==> config.mk <==
export PLATFORM = sky130hd
export DESIGN_NAME = gf16_inv_sched_flat
export DESIGN_NICKNAME = d
export VERILOG_FILES = /design/src/rtl/gf16_sched_pkg.sv /design/src/rtl/gf16_inv_sched_if.sv /design/src/rtl/GF16_inv.sv /design/src/rtl/gf16_rr_arb2.sv /design/src/rtl/gf16_inv_sched.sv /design/src/flat_wrapper.sv
export SDC_FILE = /design/constraint.sdc
export NUM_CORES = 1
export LEC_CHECK = 0
export ABC_AREA = 1
export CAP_MARGIN = 20
export CORE_UTILIZATION = 50
export CTS_CLUSTER_DIAMETER = 120
export DETAILED_ROUTE_END_ITERATION = 12
export DONT_BUFFER_PORTS = 1
export SYNTH_ARGS = -nofsm -noshare
export SYNTH_HDL_FRONTEND = slang
export SYNTH_SLANG_ARGS = --single-unit
==> constraint.sdc <==
create_clock -name CLK -period 11.2 [get_ports CLK]
set_input_delay 1.68 -clock CLK [delete_from_list [all_inputs] [get_ports CLK]]
set_output_delay 1.68 -clock CLK [all_outputs]
set_load 0.1 [all_outputs]
==> src/rtl/gf16_sched_pkg.sv <==
// Shared types, constants and GF(2^4) helpers for the inverter scheduler.
// Field polynomial is x^4 + x + 1.
package gf16_sched_pkg;

  typedef logic [3:0] gf16_t;

  typedef enum logic {
    LANE_A = 1'b0,
    LANE_B = 1'b1
  } lane_e;

  localparam int RND_W      = 12;
  localparam int RND_R0_LSB = 0;
  localparam int RND_R1_LSB = 4;
  localparam int RND_R2_LSB = 8;

  // Shift-and-add multiply; a carry out of bit 3 folds back as x + 1.
  function automatic gf16_t gf16_mul(input gf16_t a, input gf16_t b);
    gf16_t p;
    gf16_t aa;
    p  = '0;
    aa = a;
    for (int i = 0; i < 4; i++) begin
      if (b[i]) p = p ^ aa;
      aa = {aa[2:0], 1'b0} ^ (aa[3] ? 4'h3 : 4'h0);
    end
    return p;
  endfunction

  // Squaring is linear in characteristic 2, so it can be applied per share.
  function automatic gf16_t gf16_sq(input gf16_t a);
    return gf16_mul(a, a);
  endfunction

  // Exhaustive search for the multiplicative inverse; 0 maps to 0.
  function automatic gf16_t gf16_inv_ref(input gf16_t x);
    gf16_t r;
    r = '0;
    for (int y = 1; y < 16; y++) begin
      if (gf16_mul(x, 4'(y)) == 4'h1) r = 4'(y);
    end
    return r;
  endfunction

endpackage

==> src/rtl/gf16_inv_sched_if.sv <==
// Request, randomness and result handshakes between the requesters and the scheduler.
interface gf16_inv_sched_if;
  import gf16_sched_pkg::*;

  logic             a_valid;
  logic             a_ready;
  gf16_t            a_in0;
  gf16_t            a_in1;
  logic             b_valid;
  logic             b_ready;
  gf16_t            b_in0;
  gf16_t            b_in1;
  logic             rnd_valid;
  logic             rnd_ready;
  logic [RND_W-1:0] rnd;
  logic             a_out_valid;
  logic             a_out_ready;
  gf16_t            a_out0;
  gf16_t            a_out1;
  logic             b_out_valid;
  logic             b_out_ready;
  gf16_t            b_out0;
  gf16_t            b_out1;
  logic             busy;

  modport master (
    output a_valid, a_in0, a_in1, b_valid, b_in0, b_in1,
           rnd_valid, rnd, a_out_ready, b_out_ready,
    input  a_ready, b_ready, rnd_ready,
           a_out_valid, a_out0, a_out1, b_out_valid, b_out0, b_out1, busy
  );

  modport slave (
    input  a_valid, a_in0, a_in1, b_valid, b_in0, b_in1,
           rnd_valid, rnd, a_out_ready, b_out_ready,
    output a_ready, b_ready, rnd_ready,
           a_out_valid, a_out0, a_out1, b_out_valid, b_out0, b_out1, busy
  );

endinterface

==> src/rtl/GF16_inv.sv <==
// Two-share masked GF(2^4) inverter, one register stage.
// inv(x) = x^14 = x^2 * x^4 * x^8; the squarings are linear and done per share,
// the three-way product is split into its eight share cross terms, each cross
// pair is remasked with one randomness nibble and registered before recombining.
module GF16_inv
  import gf16_sched_pkg::*;
(
  input  logic             CLK,
  input  gf16_t            x0,
  input  gf16_t            x1,
  input  logic [RND_W-1:0] rnd,
  output gf16_t            y0,
  output gf16_t            y1
);

  gf16_t a0, a1, b0, b1, c0, c1;
  gf16_t r0, r1, r2;
  gf16_t t000, t001, t010, t011;
  gf16_t t111, t110, t101, t100;

  assign a0 = gf16_sq(x0);
  assign a1 = gf16_sq(x1);
  assign b0 = gf16_sq(a0);
  assign b1 = gf16_sq(a1);
  assign c0 = gf16_sq(b0);
  assign c1 = gf16_sq(b1);

  assign r0 = rnd[RND_R0_LSB +: 4];
  assign r1 = rnd[RND_R1_LSB +: 4];
  assign r2 = rnd[RND_R2_LSB +: 4];

  // Register every partial product so masked cross terms never meet combinationally.
  always_ff @(posedge CLK) begin
    t000 <= gf16_mul(gf16_mul(a0, b0), c0);
    t001 <= gf16_mul(gf16_mul(a0, b0), c1) ^ r0;
    t010 <= gf16_mul(gf16_mul(a0, b1), c0) ^ r1;
    t011 <= gf16_mul(gf16_mul(a0, b1), c1) ^ r2;
    t111 <= gf16_mul(gf16_mul(a1, b1), c1);
    t110 <= gf16_mul(gf16_mul(a1, b1), c0) ^ r0;
    t101 <= gf16_mul(gf16_mul(a1, b0), c1) ^ r1;
    t100 <= gf16_mul(gf16_mul(a1, b0), c0) ^ r2;
  end

  assign y0 = t000 ^ t001 ^ t010 ^ t011;
  assign y1 = t111 ^ t110 ^ t101 ^ t100;

endmodule

==> src/rtl/gf16_rr_arb2.sv <==
// Two-input round-robin arbiter. ptr selects the winner on a tie
// (0 = req[0], 1 = req[1]) and then points at the loser.
module gf16_rr_arb2 #(
  parameter bit FIRST_PRIO = 1'b0
) (
  input  logic       CLK,
  input  logic       RSTn,
  input  logic [1:0] req,
  output logic [1:0] gnt
);

  logic ptr;

  // Single requester wins outright; a tie goes to the pointer.
  always_comb begin
    gnt = req;
    if (req == 2'b11) gnt = ptr ? 2'b10 : 2'b01;
  end

  // After any grant the other input gets priority; otherwise hold.
  always_ff @(posedge CLK or negedge RSTn) begin
    if (!RSTn)       ptr <= FIRST_PRIO;
    else if (|gnt)   ptr <= gnt[0];
  end

endmodule

==> src/rtl/gf16_inv_sched.sv <==
// Shares one masked GF16 inverter between lanes A and B. Issues need a fresh
// randomness word, a clear in-flight bit for the lane and room in its slot.
// Results land in a per-lane one-entry slot two cycles after the handshake.
module gf16_inv_sched
  import gf16_sched_pkg::*;
#(
  parameter bit ZERO_IDLE  = 1'b1,
  parameter bit FIRST_PRIO = 1'b0
) (
  input logic              CLK,
  input logic              RSTn,
  gf16_inv_sched_if.slave  bus
);

  logic             infl_v;
  lane_e            infl_tag;
  logic             infl_a, infl_b;
  logic             can_a, can_b;
  logic [1:0]       gnt;
  logic             issue;

  gf16_t            inv_in0, inv_in1;
  logic [RND_W-1:0] inv_rnd;
  gf16_t            inv_out0, inv_out1;

  logic             slot_a_v, slot_b_v;
  gf16_t            slot_a0, slot_a1, slot_b0, slot_b1;

  assign infl_a = infl_v & (infl_tag == LANE_A);
  assign infl_b = infl_v & (infl_tag == LANE_B);

  // A full slot only blocks its lane when downstream is not draining it this cycle.
  assign can_a = bus.a_valid & bus.rnd_valid & ~infl_a & (~slot_a_v | bus.a_out_ready);
  assign can_b = bus.b_valid & bus.rnd_valid & ~infl_b & (~slot_b_v | bus.b_out_ready);

  gf16_rr_arb2 #(
    .FIRST_PRIO (FIRST_PRIO)
  ) u_arb (
    .CLK  (CLK),
    .RSTn (RSTn),
    .req  ({can_b, can_a}),
    .gnt  (gnt)
  );

  assign issue         = |gnt;
  assign bus.a_ready   = gnt[0];
  assign bus.b_ready   = gnt[1];
  assign bus.rnd_ready = issue;

  // Steer the granted lane into the inverter; idle cycles optionally present all zeros.
  always_comb begin
    inv_in0 = gnt[1] ? bus.b_in0 : bus.a_in0;
    inv_in1 = gnt[1] ? bus.b_in1 : bus.a_in1;
    inv_rnd = bus.rnd;
    if (ZERO_IDLE && !issue) begin
      inv_in0 = '0;
      inv_in1 = '0;
      inv_rnd = '0;
    end
  end

  GF16_inv u_inv (
    .CLK (CLK),
    .x0  (inv_in0),
    .x1  (inv_in1),
    .rnd (inv_rnd),
    .y0  (inv_out0),
    .y1  (inv_out1)
  );

  // Tag the inverter register contents with the lane that issued them.
  always_ff @(posedge CLK or negedge RSTn) begin
    if (!RSTn) begin
      infl_v   <= 1'b0;
      infl_tag <= LANE_A;
    end else begin
      infl_v   <= issue;
      infl_tag <= gnt[1] ? LANE_B : LANE_A;
    end
  end

  // Lane A slot: an arriving result wins over a same-cycle pop.
  always_ff @(posedge CLK or negedge RSTn) begin
    if (!RSTn) begin
      slot_a_v <= 1'b0;
      slot_a0  <= '0;
      slot_a1  <= '0;
    end else if (infl_a) begin
      slot_a_v <= 1'b1;
      slot_a0  <= inv_out0;
      slot_a1  <= inv_out1;
    end else if (slot_a_v && bus.a_out_ready) begin
      slot_a_v <= 1'b0;
      slot_a0  <= '0;
      slot_a1  <= '0;
    end
  end

  // Lane B slot: same policy as lane A.
  always_ff @(posedge CLK or negedge RSTn) begin
    if (!RSTn) begin
      slot_b_v <= 1'b0;
      slot_b0  <= '0;
      slot_b1  <= '0;
    end else if (infl_b) begin
      slot_b_v <= 1'b1;
      slot_b0  <= inv_out0;
      slot_b1  <= inv_out1;
    end else if (slot_b_v && bus.b_out_ready) begin
      slot_b_v <= 1'b0;
      slot_b0  <= '0;
      slot_b1  <= '0;
    end
  end

  assign bus.a_out_valid = slot_a_v;
  assign bus.a_out0      = slot_a0;
  assign bus.a_out1      = slot_a1;
  assign bus.b_out_valid = slot_b_v;
  assign bus.b_out0      = slot_b0;
  assign bus.b_out1      = slot_b1;
  assign bus.busy        = infl_v | slot_a_v | slot_b_v;

endmodule

==> src/flat_wrapper.sv <==
// flat-port wrapper written by rule: the top's interface ports become plain ports
module gf16_inv_sched_flat import gf16_sched_pkg::*;
#(
  parameter bit ZERO_IDLE  = 1'b1,
  parameter bit FIRST_PRIO = 1'b0
)
  (CLK, RSTn, bus_a_valid, bus_a_in0, bus_a_in1, bus_b_valid, bus_b_in0, bus_b_in1, bus_rnd_valid, bus_rnd, bus_a_out_ready, bus_b_out_ready, bus_a_ready, bus_b_ready, bus_rnd_ready, bus_a_out_valid, bus_a_out0, bus_a_out1, bus_b_out_valid, bus_b_out0, bus_b_out1, bus_busy);
  gf16_inv_sched_if bus_i ();
  input logic CLK;
  input logic RSTn;
  input wire logic [$bits(bus_i.a_valid)-1:0] bus_a_valid;
  input wire logic [$bits(bus_i.a_in0)-1:0] bus_a_in0;
  input wire logic [$bits(bus_i.a_in1)-1:0] bus_a_in1;
  input wire logic [$bits(bus_i.b_valid)-1:0] bus_b_valid;
  input wire logic [$bits(bus_i.b_in0)-1:0] bus_b_in0;
  input wire logic [$bits(bus_i.b_in1)-1:0] bus_b_in1;
  input wire logic [$bits(bus_i.rnd_valid)-1:0] bus_rnd_valid;
  input wire logic [$bits(bus_i.rnd)-1:0] bus_rnd;
  input wire logic [$bits(bus_i.a_out_ready)-1:0] bus_a_out_ready;
  input wire logic [$bits(bus_i.b_out_ready)-1:0] bus_b_out_ready;
  output wire logic [$bits(bus_i.a_ready)-1:0] bus_a_ready;
  output wire logic [$bits(bus_i.b_ready)-1:0] bus_b_ready;
  output wire logic [$bits(bus_i.rnd_ready)-1:0] bus_rnd_ready;
  output wire logic [$bits(bus_i.a_out_valid)-1:0] bus_a_out_valid;
  output wire logic [$bits(bus_i.a_out0)-1:0] bus_a_out0;
  output wire logic [$bits(bus_i.a_out1)-1:0] bus_a_out1;
  output wire logic [$bits(bus_i.b_out_valid)-1:0] bus_b_out_valid;
  output wire logic [$bits(bus_i.b_out0)-1:0] bus_b_out0;
  output wire logic [$bits(bus_i.b_out1)-1:0] bus_b_out1;
  output wire logic [$bits(bus_i.busy)-1:0] bus_busy;
  assign bus_i.a_valid = bus_a_valid;
  assign bus_i.a_in0 = bus_a_in0;
  assign bus_i.a_in1 = bus_a_in1;
  assign bus_i.b_valid = bus_b_valid;
  assign bus_i.b_in0 = bus_b_in0;
  assign bus_i.b_in1 = bus_b_in1;
  assign bus_i.rnd_valid = bus_rnd_valid;
  assign bus_i.rnd = bus_rnd;
  assign bus_i.a_out_ready = bus_a_out_ready;
  assign bus_i.b_out_ready = bus_b_out_ready;
  assign bus_a_ready = bus_i.a_ready;
  assign bus_b_ready = bus_i.b_ready;
  assign bus_rnd_ready = bus_i.rnd_ready;
  assign bus_a_out_valid = bus_i.a_out_valid;
  assign bus_a_out0 = bus_i.a_out0;
  assign bus_a_out1 = bus_i.a_out1;
  assign bus_b_out_valid = bus_i.b_out_valid;
  assign bus_b_out0 = bus_i.b_out0;
  assign bus_b_out1 = bus_i.b_out1;
  assign bus_busy = bus_i.busy;
  gf16_inv_sched #(.ZERO_IDLE(ZERO_IDLE), .FIRST_PRIO(FIRST_PRIO)) u_core (.CLK(CLK), .RSTn(RSTn), .bus(bus_i));
endmodule
**Word level (Yosys, flattened, before mapping)**

Cells that the tools add are included.

- Output and inout port bits: 22
- Memories: 0
- Logic and storage cells: 256
- RAM bits: 0
- Memory bits (read-only): 0
- Flip-flop bits (word level): 53
- Latch bits: 0

- Reduce and logical (&&, ||, !) cells: 5
- Multipliers: 0
- Add/sub/neg operators: 0
- Mux-type cells: 120
- Eq/ne operators: 1
- Shift-type cells: 0
- Divide/modulo/power cells: 0
- Order comparisons: 0
- Bitwise logic cells: 113

Operators by type and width:

| cell | number |
|---|---|
| $mux W4 | 82 |
| $xor A4 B4 Y4 | 66 |
| $xor A4 B2 Y4 | 30 |
| $mux W2 | 32 |
| $mux W12 | 1 |
| $and A1 B1 Y1 | 8 |
| $mux W1 | 5 |
| $not A1 Y1 | 5 |
| $or A1 B1 Y1 | 4 |
| $reduce_bool A2 Y1 | 2 |
| $eq A2 B2 Y1 const B | 1 |
| $logic_and A1 B1 Y1 | 2 |
| $reduce_or A2 Y1 | 1 |

**Longest topological paths before layout**

Gate-level depths: netlist (run 1).

- Depth after elaboration: 41
- Gate-level depth with buffers: 34
- Depth with buffers taken out: 31

**By module**

Synthesis (run 1) repeated with hierarchy kept, for this count alone.

- Cells, all modules: 1116
- Area, all modules: 6368.6 sq um

Modules (own cells, without submodules):

| module | area each (sq um) | seq. area each (sq um) | times used | cells an instance |
|---|---|---|---|---|
| GF16_inv | 5281.3 | 640.6 | 1 | 962 |
| gf16_inv_sched | 1023.5 | 500.5 | 1 | 143 |
| gf16_rr_arb2 | 63.8 | 25.0 | 1 | 11 |

**Least setup slack after synthesis (run 1)**

No wires, ideal clock.

- Path type: input to register
- Start point: input port bus_b_out_ready
- End point: register u_core.u_inv.t111[3]
- Library setup time: 114 ps
- Required time: 11086 ps
- Cell stages on the path: 28
- Arrival: 5773 ps
- Path buffers: 3
- Path slack: 5313 ps
- Cell sequence: inv_1 nand2_2 nand2_4 nor2_8 nand3_1 nand3_4 clkinv_1 clkbuf_1 buf_2 ha_1 buf_2 clkinv_1 nor2_2 nand3_1 nand2_2 nand2_2 nand2_2 inv_2 ha_1 xor2_1 xnor2_4 xor2_2 nand2_1 nand2_2 nor2_1 xnor2_1 xor2_1 inv_1

- Cells in the longest elaborated chain, start to end: 36

Ends and longest elaborated chain:

| element | RTL line | source |
|---|---|---|
| start, declared | flat_wrapper.sv:20 | `input wire logic [$bits(bus_i.b_out_ready)-1:0] bus_b_out_ready;` |
| $or A1 B1 Y1 (*) | gf16_inv_sched.sv:34 | `assign can_b = bus.b_valid & bus.rnd_valid & ~infl_b & (~slot_b_v \| bus.b_out_ready);` |
| $and A1 B1 Y1 (*) | gf16_inv_sched.sv:34 |  |
| $eq A2 B2 Y1 | gf16_rr_arb2.sv:17 | `if (req == 2'b11) gnt = ptr ? 2'b10 : 2'b01;` |
| $mux W2 (*) | gf16_rr_arb2.sv:17 |  |
| $mux W4 / $reduce_or A2 Y1 (equally long branches) | gf16_inv_sched.sv:53, gf16_inv_sched.sv:45 |  |
| $mux W4 (*) | gf16_inv_sched.sv:55 | `if (ZERO_IDLE && !issue) begin` |
| $mux W2 | gf16_sched_pkg.sv:25 | `aa = {aa[2:0], 1'b0} ^ (aa[3] ? 4'h3 : 4'h0);` |
| $xor A4 B2 Y4 | gf16_sched_pkg.sv:25 |  |
| [19 not listed] | -- |  |
| $xor A4 B4 Y4 | gf16_sched_pkg.sv:24 | `if (b[i]) p = p ^ aa;` |
| $mux W4 (2 in a row) | gf16_sched_pkg.sv:24 |  |
| $xor A4 B4 Y4 | gf16_sched_pkg.sv:24 |  |
| $mux W4 | gf16_sched_pkg.sv:24 |  |
| $xor A4 B4 Y4 | gf16_sched_pkg.sv:24 |  |
| $mux W4 | gf16_sched_pkg.sv:24 |  |
| $xor A4 B4 Y4 | gf16_sched_pkg.sv:24 |  |
| $mux W4 (*) | gf16_sched_pkg.sv:24 |  |
| end signal, assigned | GF16_inv.sv:38 | `t111 <= gf16_mul(gf16_mul(a1, b1), c1);` |
| end, declared | GF16_inv.sv:19 | `gf16_t t111, t110, t101, t100;` |

Mark *: on every way between the ends. The rest lies on a longest branch, timed or not.
A chain may end at the register's enable or synchronous reset.

**Worst setup path after layout (run 1)**

- Start point: input port bus_b_out_ready
- End point: register u_core.u_inv.t111[2]

- Cells in the longest elaborated chain, start to end: 36

Ends and longest elaborated chain:

| element | RTL line | source |
|---|---|---|
| $or A1 B1 Y1 (*) | gf16_inv_sched.sv:34 |  |
| $and A1 B1 Y1 (*) | gf16_inv_sched.sv:34 |  |
| $eq A2 B2 Y1 | gf16_rr_arb2.sv:17 |  |
| $mux W2 (*) | gf16_rr_arb2.sv:17 |  |
| $reduce_or A2 Y1 (*) | gf16_inv_sched.sv:45 | `assign issue = \|gnt;` |
| named net bus_rnd_ready | flat_wrapper.sv:23 | `output wire logic [$bits(bus_i.rnd_ready)-1:0] bus_rnd_ready;` |
| $mux W4 (*) | gf16_inv_sched.sv:55 |  |
| $mux W2 | gf16_sched_pkg.sv:25 |  |
| [20 not listed] | -- |  |
| $xor A4 B4 Y4 | gf16_sched_pkg.sv:24 |  |
| $mux W4 (2 in a row) | gf16_sched_pkg.sv:24 |  |
| $xor A4 B4 Y4 | gf16_sched_pkg.sv:24 |  |
| $mux W4 | gf16_sched_pkg.sv:24 |  |
| $xor A4 B4 Y4 | gf16_sched_pkg.sv:24 |  |
| $mux W4 | gf16_sched_pkg.sv:24 |  |
| $xor A4 B4 Y4 | gf16_sched_pkg.sv:24 |  |
| $mux W4 (*) | gf16_sched_pkg.sv:24 |  |

Mark *: on every way through the listed nets, which the timed path passes. The rest lies on a longest branch.

==> reports/metrics.csv, run 1 <==
metric;value;unit
outcome;finished clean;
muxShareOfSynthArea;0;%
multi_input_area;0.00396;mm²
syn_nets;990;
cts_buffers;5;
synth_most_common_cell;nand2_1;
postLayoutCoreUtil;54.3;%
pre_cts_ws;2.99;ns
synthTopCellsByCount;nand2_1 (361), inv_1 (100), nand3_1 (94), nor2_1 (67), xor2_1 (66);
r2r_slack;3.63;ns
wirelength;15900;µm
yosys.area_share.simple;47.1;%
layout-drive-gt1-share;9.97;%
clock_path_buffers;2;
die_area;0.0118;mm²
period_share;70.9;%
drtIter0Drc;433;
final_hold_viol_count;0;
synth_top_area_cell;nand2_1;
crit_path_top_delay_cell;ha_1;
avgViaCountPerCell;5.25;
drv_cap;0;
max_stage_delay;1.02;ns
slew_headroom;36.2;%
critPathArrivalTime;8.13;ns
synth-xor-area-share;17.9;%
die_w;109;µm
postCtsSetupBuffers;0;
cts_hold_buf;0;
synth_cell_types;39;
path_clk_slew;0.07;ns
setup_ws;3.26;ns
synth_compound_area_share;3.69;%
crit_path_end_kind;register;
total_power;1.39;mW
nFillCells;1138;
start_util;51.8;%
rsz0062_at_grt;false;
ant_nets;0;
synthTopCellsByArea;nand2_1 (24%), dfxtp_1 (11%), xor2_1 (10%);
crit_required;11.40;ns
cts_tree;yes;
numPortBuffers;0;
critPathLaunchType;input pin;
synthAdderAreaFrac;0.879;%
worst_path_most_repeated_cell;nand2_2;
regArea;0.00117;mm²
dieHeight;109;µm
fin_nets;981;
synth_top_area_share;23.8;%
avgSynthCellArea;5.99;µm²
grt_overflow;0;
clock-sinks;53;
root_buffer;clkbuf_16;
postCtsResizedCells;0;
power_density;233;mW/mm²
setup_viol;0;
clock.fmax;126;MHz
htree_num_levels;2;
grt_max_degree;29;
fin_skew;0.00570;ns
synth-edff-count;0;
synth_ff_type;dfxtp_1;
synth_top_family_by_area;simple AND/OR/NAND/NOR gates;
timing.hold.ws;0.581;ns
drc;0;
min_period;7.94;ns
syn2layout_area_growth;4.81;%
power_leakage;3.19;nW
top_level_ports;57;
n_antenna_cell;0;
track_usage;28.2;%
seq_area_frac_synth;20.5;%
grt_pass1_vias;5152;
hpwl;12300;µm
worstSetupPathType;input pin to register;
drv_slew;0;
coreArea;0.0110;mm²
placementRows;38;
hp-class;register to register;
worst_pin_slew;0.957;ns
worstSkewPairLatency;0.29;ns
wl_per_cell;14.7;µm
worst_ir_drop_vdd;250;µV
syn_area;0.00569;mm²
cp_max_fo;28;
yosysWarnings;0;
antenna_found_initial;0;
async_flop_share;39.6;%
gp_congestion;0.909;
syn_inst;951;
fin_setup_tns;0;ns
grt_pass1_wl;25500;µm
ys_seq_elements;53;
num_vias;5685;
drtPass1Iterations;5;
[cell usage in the layout (no fill, tap or decap), types with 2 or more instances in the layout]
cell type,netlist,routed
nand2_1,361,361
inv_1,100,100
nand3_1,94,94
nor2_1,67,67
xor2_1,66,66
nand2_2,39,39
xnor2_1,38,38
dfxtp_1,32,32
dfrtp_1,21,21
inv_2,20,20
o21ai_0,16,16
o21ai_1,12,12
nand4_1,10,10
or2_1,8,8
nand3b_1,7,7
nand2_4,6,6
clkbuf_16,0,5
nor2_2,4,4
o211ai_1,4,4
ha_1,4,4
nand3_2,3,3
xnor2_2,3,3
o22ai_1,3,3
clkinv_1,2,2
xor2_2,2,2
[state kept, by name (all words and copies together) (netlist names)]
register / cells
u_core.bus.a_out0: 4
u_core.bus.a_out1: 4
u_core.bus.a_out_valid: 1
u_core.bus.b_out0: 4
u_core.bus.b_out1: 4
u_core.bus.b_out_valid: 1
u_core.infl_tag: 1
u_core.infl_v: 1
u_core.u_arb.ptr: 1
u_core.u_inv.t000: 4
u_core.u_inv.t001: 4
u_core.u_inv.t010: 4
u_core.u_inv.t011: 4
u_core.u_inv.t100: 4
u_core.u_inv.t101: 4
u_core.u_inv.t110: 4
u_core.u_inv.t111: 4
[final timing paths]
| kind | cells after the start | from | endpoint |
|---|---|---|---|
| setup / recovery | 29 | bus_b_out_ready | u_core.u_inv.t111[2] |
| hold / removal | 2 | u_core.u_arb.ptr | u_core.u_arb.ptr |
| setup reg to reg | 28 | u_core.bus.b_out_valid | u_core.u_inv.t111[2] |
| hold reg to reg | 2 | u_core.u_arb.ptr | u_core.u_arb.ptr |
| max in group asynchronous | 0 | RSTn | u_core.bus.b_out0[2] |
| min in group asynchronous | 0 | RSTn | u_core.bus.b_out_valid |
[critical path: cells and delay by family]
kind	cells	cell delay [ns]
AND/OR/NAND/NOR	17	2.69
buffers and inverters	7	1.73
adder cells (fa/ha/maj)	2	1.20
XOR/XNOR	3	0.80
[per-layer routing]
layer / vias to the layer above / GRT usage (%) / routed length [µm]
met3: 17 / 2.81 / 867
li1: 2898 / - / -
met1: 2588 / 36.0 / 7260
met2: 182 / 49.8 / 7570
met5: - / 0 / 0
met4: 0 / 8.01 / 229
[stage by stage]
| stage | area [µm²] | std cells |
|---|---|---|
| global placement | 5770 | 1073 |
| detailed placement | 5800 | 1075 |
| global route | 5970 | 1083 |
| finish | 5970 | 1083 |
| CTS | 5970 | 1083 |
| floorplan | 5690 | 951 |
[final cells by class]
class                   instances  area share, %
clock buffers                   5           2.10
repair buffers                  2          0.524
multi-input cells             757           66.4
clock inverters                 3          0.734
well taps                     140           2.94
flip-flops and latches         53           19.5
inverters                     123           7.78
[power breakdown]
| part | switching, mW | internal (mW) | leakage (nW) |
|---|---|---|---|
| Sequential | 0.229 | 0.271 | 0.538 |
| Clock | 0.0716 | 0.106 | 0.0842 |
| Combinational | 0.473 | 0.241 | 2.56 |
| Total | 0.773 | 0.617 | 3.19 |
[kinds of logic after synthesis]
kind of cell,after synthesis
simple gates,605
buf+inv,141
xor+xnor,110
flops,53
compound gates,38
fa+ha+maj,4
Power figures use the tool's default switching activity.
==> inputs of run 2 (changes only) <==
Settings changed: PLACE_DENSITY set to 0.68.
Clock period 11.2 ns to 6.5 ns, I/O delays scaled along.
==> run 2 against run 1 <==
  * Sequential power is 71% higher
  * Final cell count up 0.46%
  * Worst setup slack worse by 1.7 ns
  * Wire length down 11%
  * Worst hold slack lost 0.21 ns
  * Critical endpoint is now u_core.u_inv.t111[1]
==> reports/metrics.csv, run 2 (same netlist as run 1, synthesis figures left out) <==
metric;value;unit;change
outcome;finished clean;;
drc;0;;unchanged
dieHeight;109;µm;unchanged
avgViaCountPerCell;5.02;;-4.4%
worst_ir_drop_vdd;434;µV;+73%
critPathArrivalTime;5.13;ns;-3.00 ns
antenna_found_initial;0;;unchanged
timing.rr.end;u_core.u_inv.t111[1];;
postCtsSetupBuffers;0;;unchanged
crit_path_top_delay_cell;nand3_4;;
clock-sinks;53;;unchanged
drtPass1Iterations;5;;unchanged
final_common_cell;nand2_1;;
htree_num_levels;2;;unchanged
num_vias;5462;;-3.9%
power_leakage;3.19;nW;+0.16%
grt_overflow;0;;unchanged
drv_cap;0;;unchanged
wl_per_cell;13.1;µm;-11%
cts_tree;yes;;
power_density;389;mW/mm²;+67%
hpwl;11100;µm;-9.7%
path_clk_slew;0.07;ns;about the same
cp_max_fo;18;;-36%
track_usage;25.5;%;-2.6 points
n_antenna_cell;0;;unchanged
critPathLaunchType;input pin;;
crit_path_end_kind;register;;
rsz0062_at_grt;false;;
clock.fmax;203;MHz;
fin_skew;0.00977;ns;+0.00407 ns
nFillCells;1140;;+0.18%
crit_required;6.69;ns;-4.71 ns
wirelength;14200;µm;-11%
die_area;0.0118;mm²;unchanged
cts_hold_buf;0;;unchanged
layout-drive-gt1-share;10.4;%;+0.47 points
max_stage_delay;0.36;ns;-0.66 ns
placementRows;38;;unchanged
postCtsResizedCells;0;;unchanged
ant_nets;0;;unchanged
setup_viol;0;;unchanged
period_share;75.9;%;
coreArea;0.0110;mm²;unchanged
worst-r2r-cell-count;29;;+3.6%
min_period;4.94;ns;
start_util;51.8;%;unchanged
drv_slew;0;;unchanged
r2r-start;u_core.bus.b_out_valid;;
r2r_slack;1.64;ns;-1.99 ns
grt_pass1_wl;23800;µm;-6.4%
cts_buffers;5;;unchanged
fin_setup_tns;0;ns;unchanged
grt_max_degree;28;;-3.4%
total_power;2.32;mW;+67%
final_cell_mix;nand2_1 (361), inv_1 (100), nand3_1 (94);;
numPortBuffers;0;;unchanged
worst_pin_slew;0.913;ns;-0.0434 ns
die_w;109;µm;unchanged
final_hold_viol_count;0;;unchanged
cp-endpoint;u_core.u_inv.t111[1];;
gp_congestion;0.894;;-1.6%
syn2layout_area_growth;4.77;%;about the same
hp-class;input pin to asynchronous set/reset pin;;
setup_ws;1.56;ns;-1.70 ns
root_buffer;clkbuf_16;;
cp-startpoint;bus_b_out_ready;;
worstSetupPathType;input pin to register;;
drtIter0Drc;379;;-12%
top_level_ports;57;;unchanged
fin_nets;986;;+0.51%
clock_path_buffers;2;;unchanged
pre_cts_ws;1.28;ns;-1.71 ns
slew_headroom;39.1;%;+2.9 points
grt_pass1_vias;5022;;-2.5%
worst_path_most_repeated_cell;nand2_1;;
worstSkewPairLatency;0.29;ns;about the same
postLayoutCoreUtil;54.3;%;about the same
run 2: layout make-up:
| cell class | instances | area (µm²) | area share, % |
|---|---|---|---|
| flip-flops and latches | 53 | 1170 | 19.5 |
| well taps | 140 | 175 | 2.94 |
| inverters | 123 | 464 | 7.78 |
| clock inverters | 3 | 20.0 | 0.336 |
| multi-input cells | 757 | 3960 | 66.4 |
| repair buffers | 7 | 52.6 | 0.881 |
| clock buffers | 5 | 125 | 2.10 |
run 2: worst max-delay path, delay by kind of cell:
kind / cells / cell delay [ns]
xor+xnor: 3 / 0.78
buf+inv: 5 / 0.44
simple gates: 18 / 2.32
fa+ha+maj: 2 / 0.50
compound gates: 1 / 0.10
run 2: how the worst min path moves through the flow:
stage                     start                to  slack (ns)  cells after the start
2_1_floorplan  u_core.u_arb.ptr  u_core.u_arb.ptr        0.53                      2
3_3_place_gp   u_core.u_arb.ptr  u_core.u_arb.ptr        0.58                      2
3_5_place_dp   u_core.u_arb.ptr  u_core.u_arb.ptr        0.57                      2
4_1_cts                    RSTn  u_core.u_arb.ptr        0.36                      0
5_1_grt                    RSTn  u_core.u_arb.ptr        0.36                      0
6_report                   RSTn  u_core.u_arb.ptr        0.37                      0
run 2: power by group:
part,leakage (nW),internal [mW],switching [mW],total (mW)
combinational,2.59,0.419,0.789,1.21
sequential,0.538,0.467,0.384,0.851
clock,0.0679,0.143,0.117,0.260
total,3.19,1.03,1.29,2.32
run 2: routing by layer:
layer | wire length, µm | up-vias | track usage [%]
li1 | - | 2899 | -
met1 | 6740 | 2400 | 33.3
met2 | 6590 | 141 | 44.2
met3 | 631 | 22 | 2.09
met4 | 259 | 0 | 8.49
met5 | 0 | - | 0
run 2: through the flow:
stage	hold slack (ns)	cells	cell area, µm²
global route	0.356	1088	5970
floorplan	0.527	951	5690
finish	0.367	1088	5970
detailed placement	0.569	1080	5820
CTS	0.364	1088	5970
global placement	0.583	1080	5820
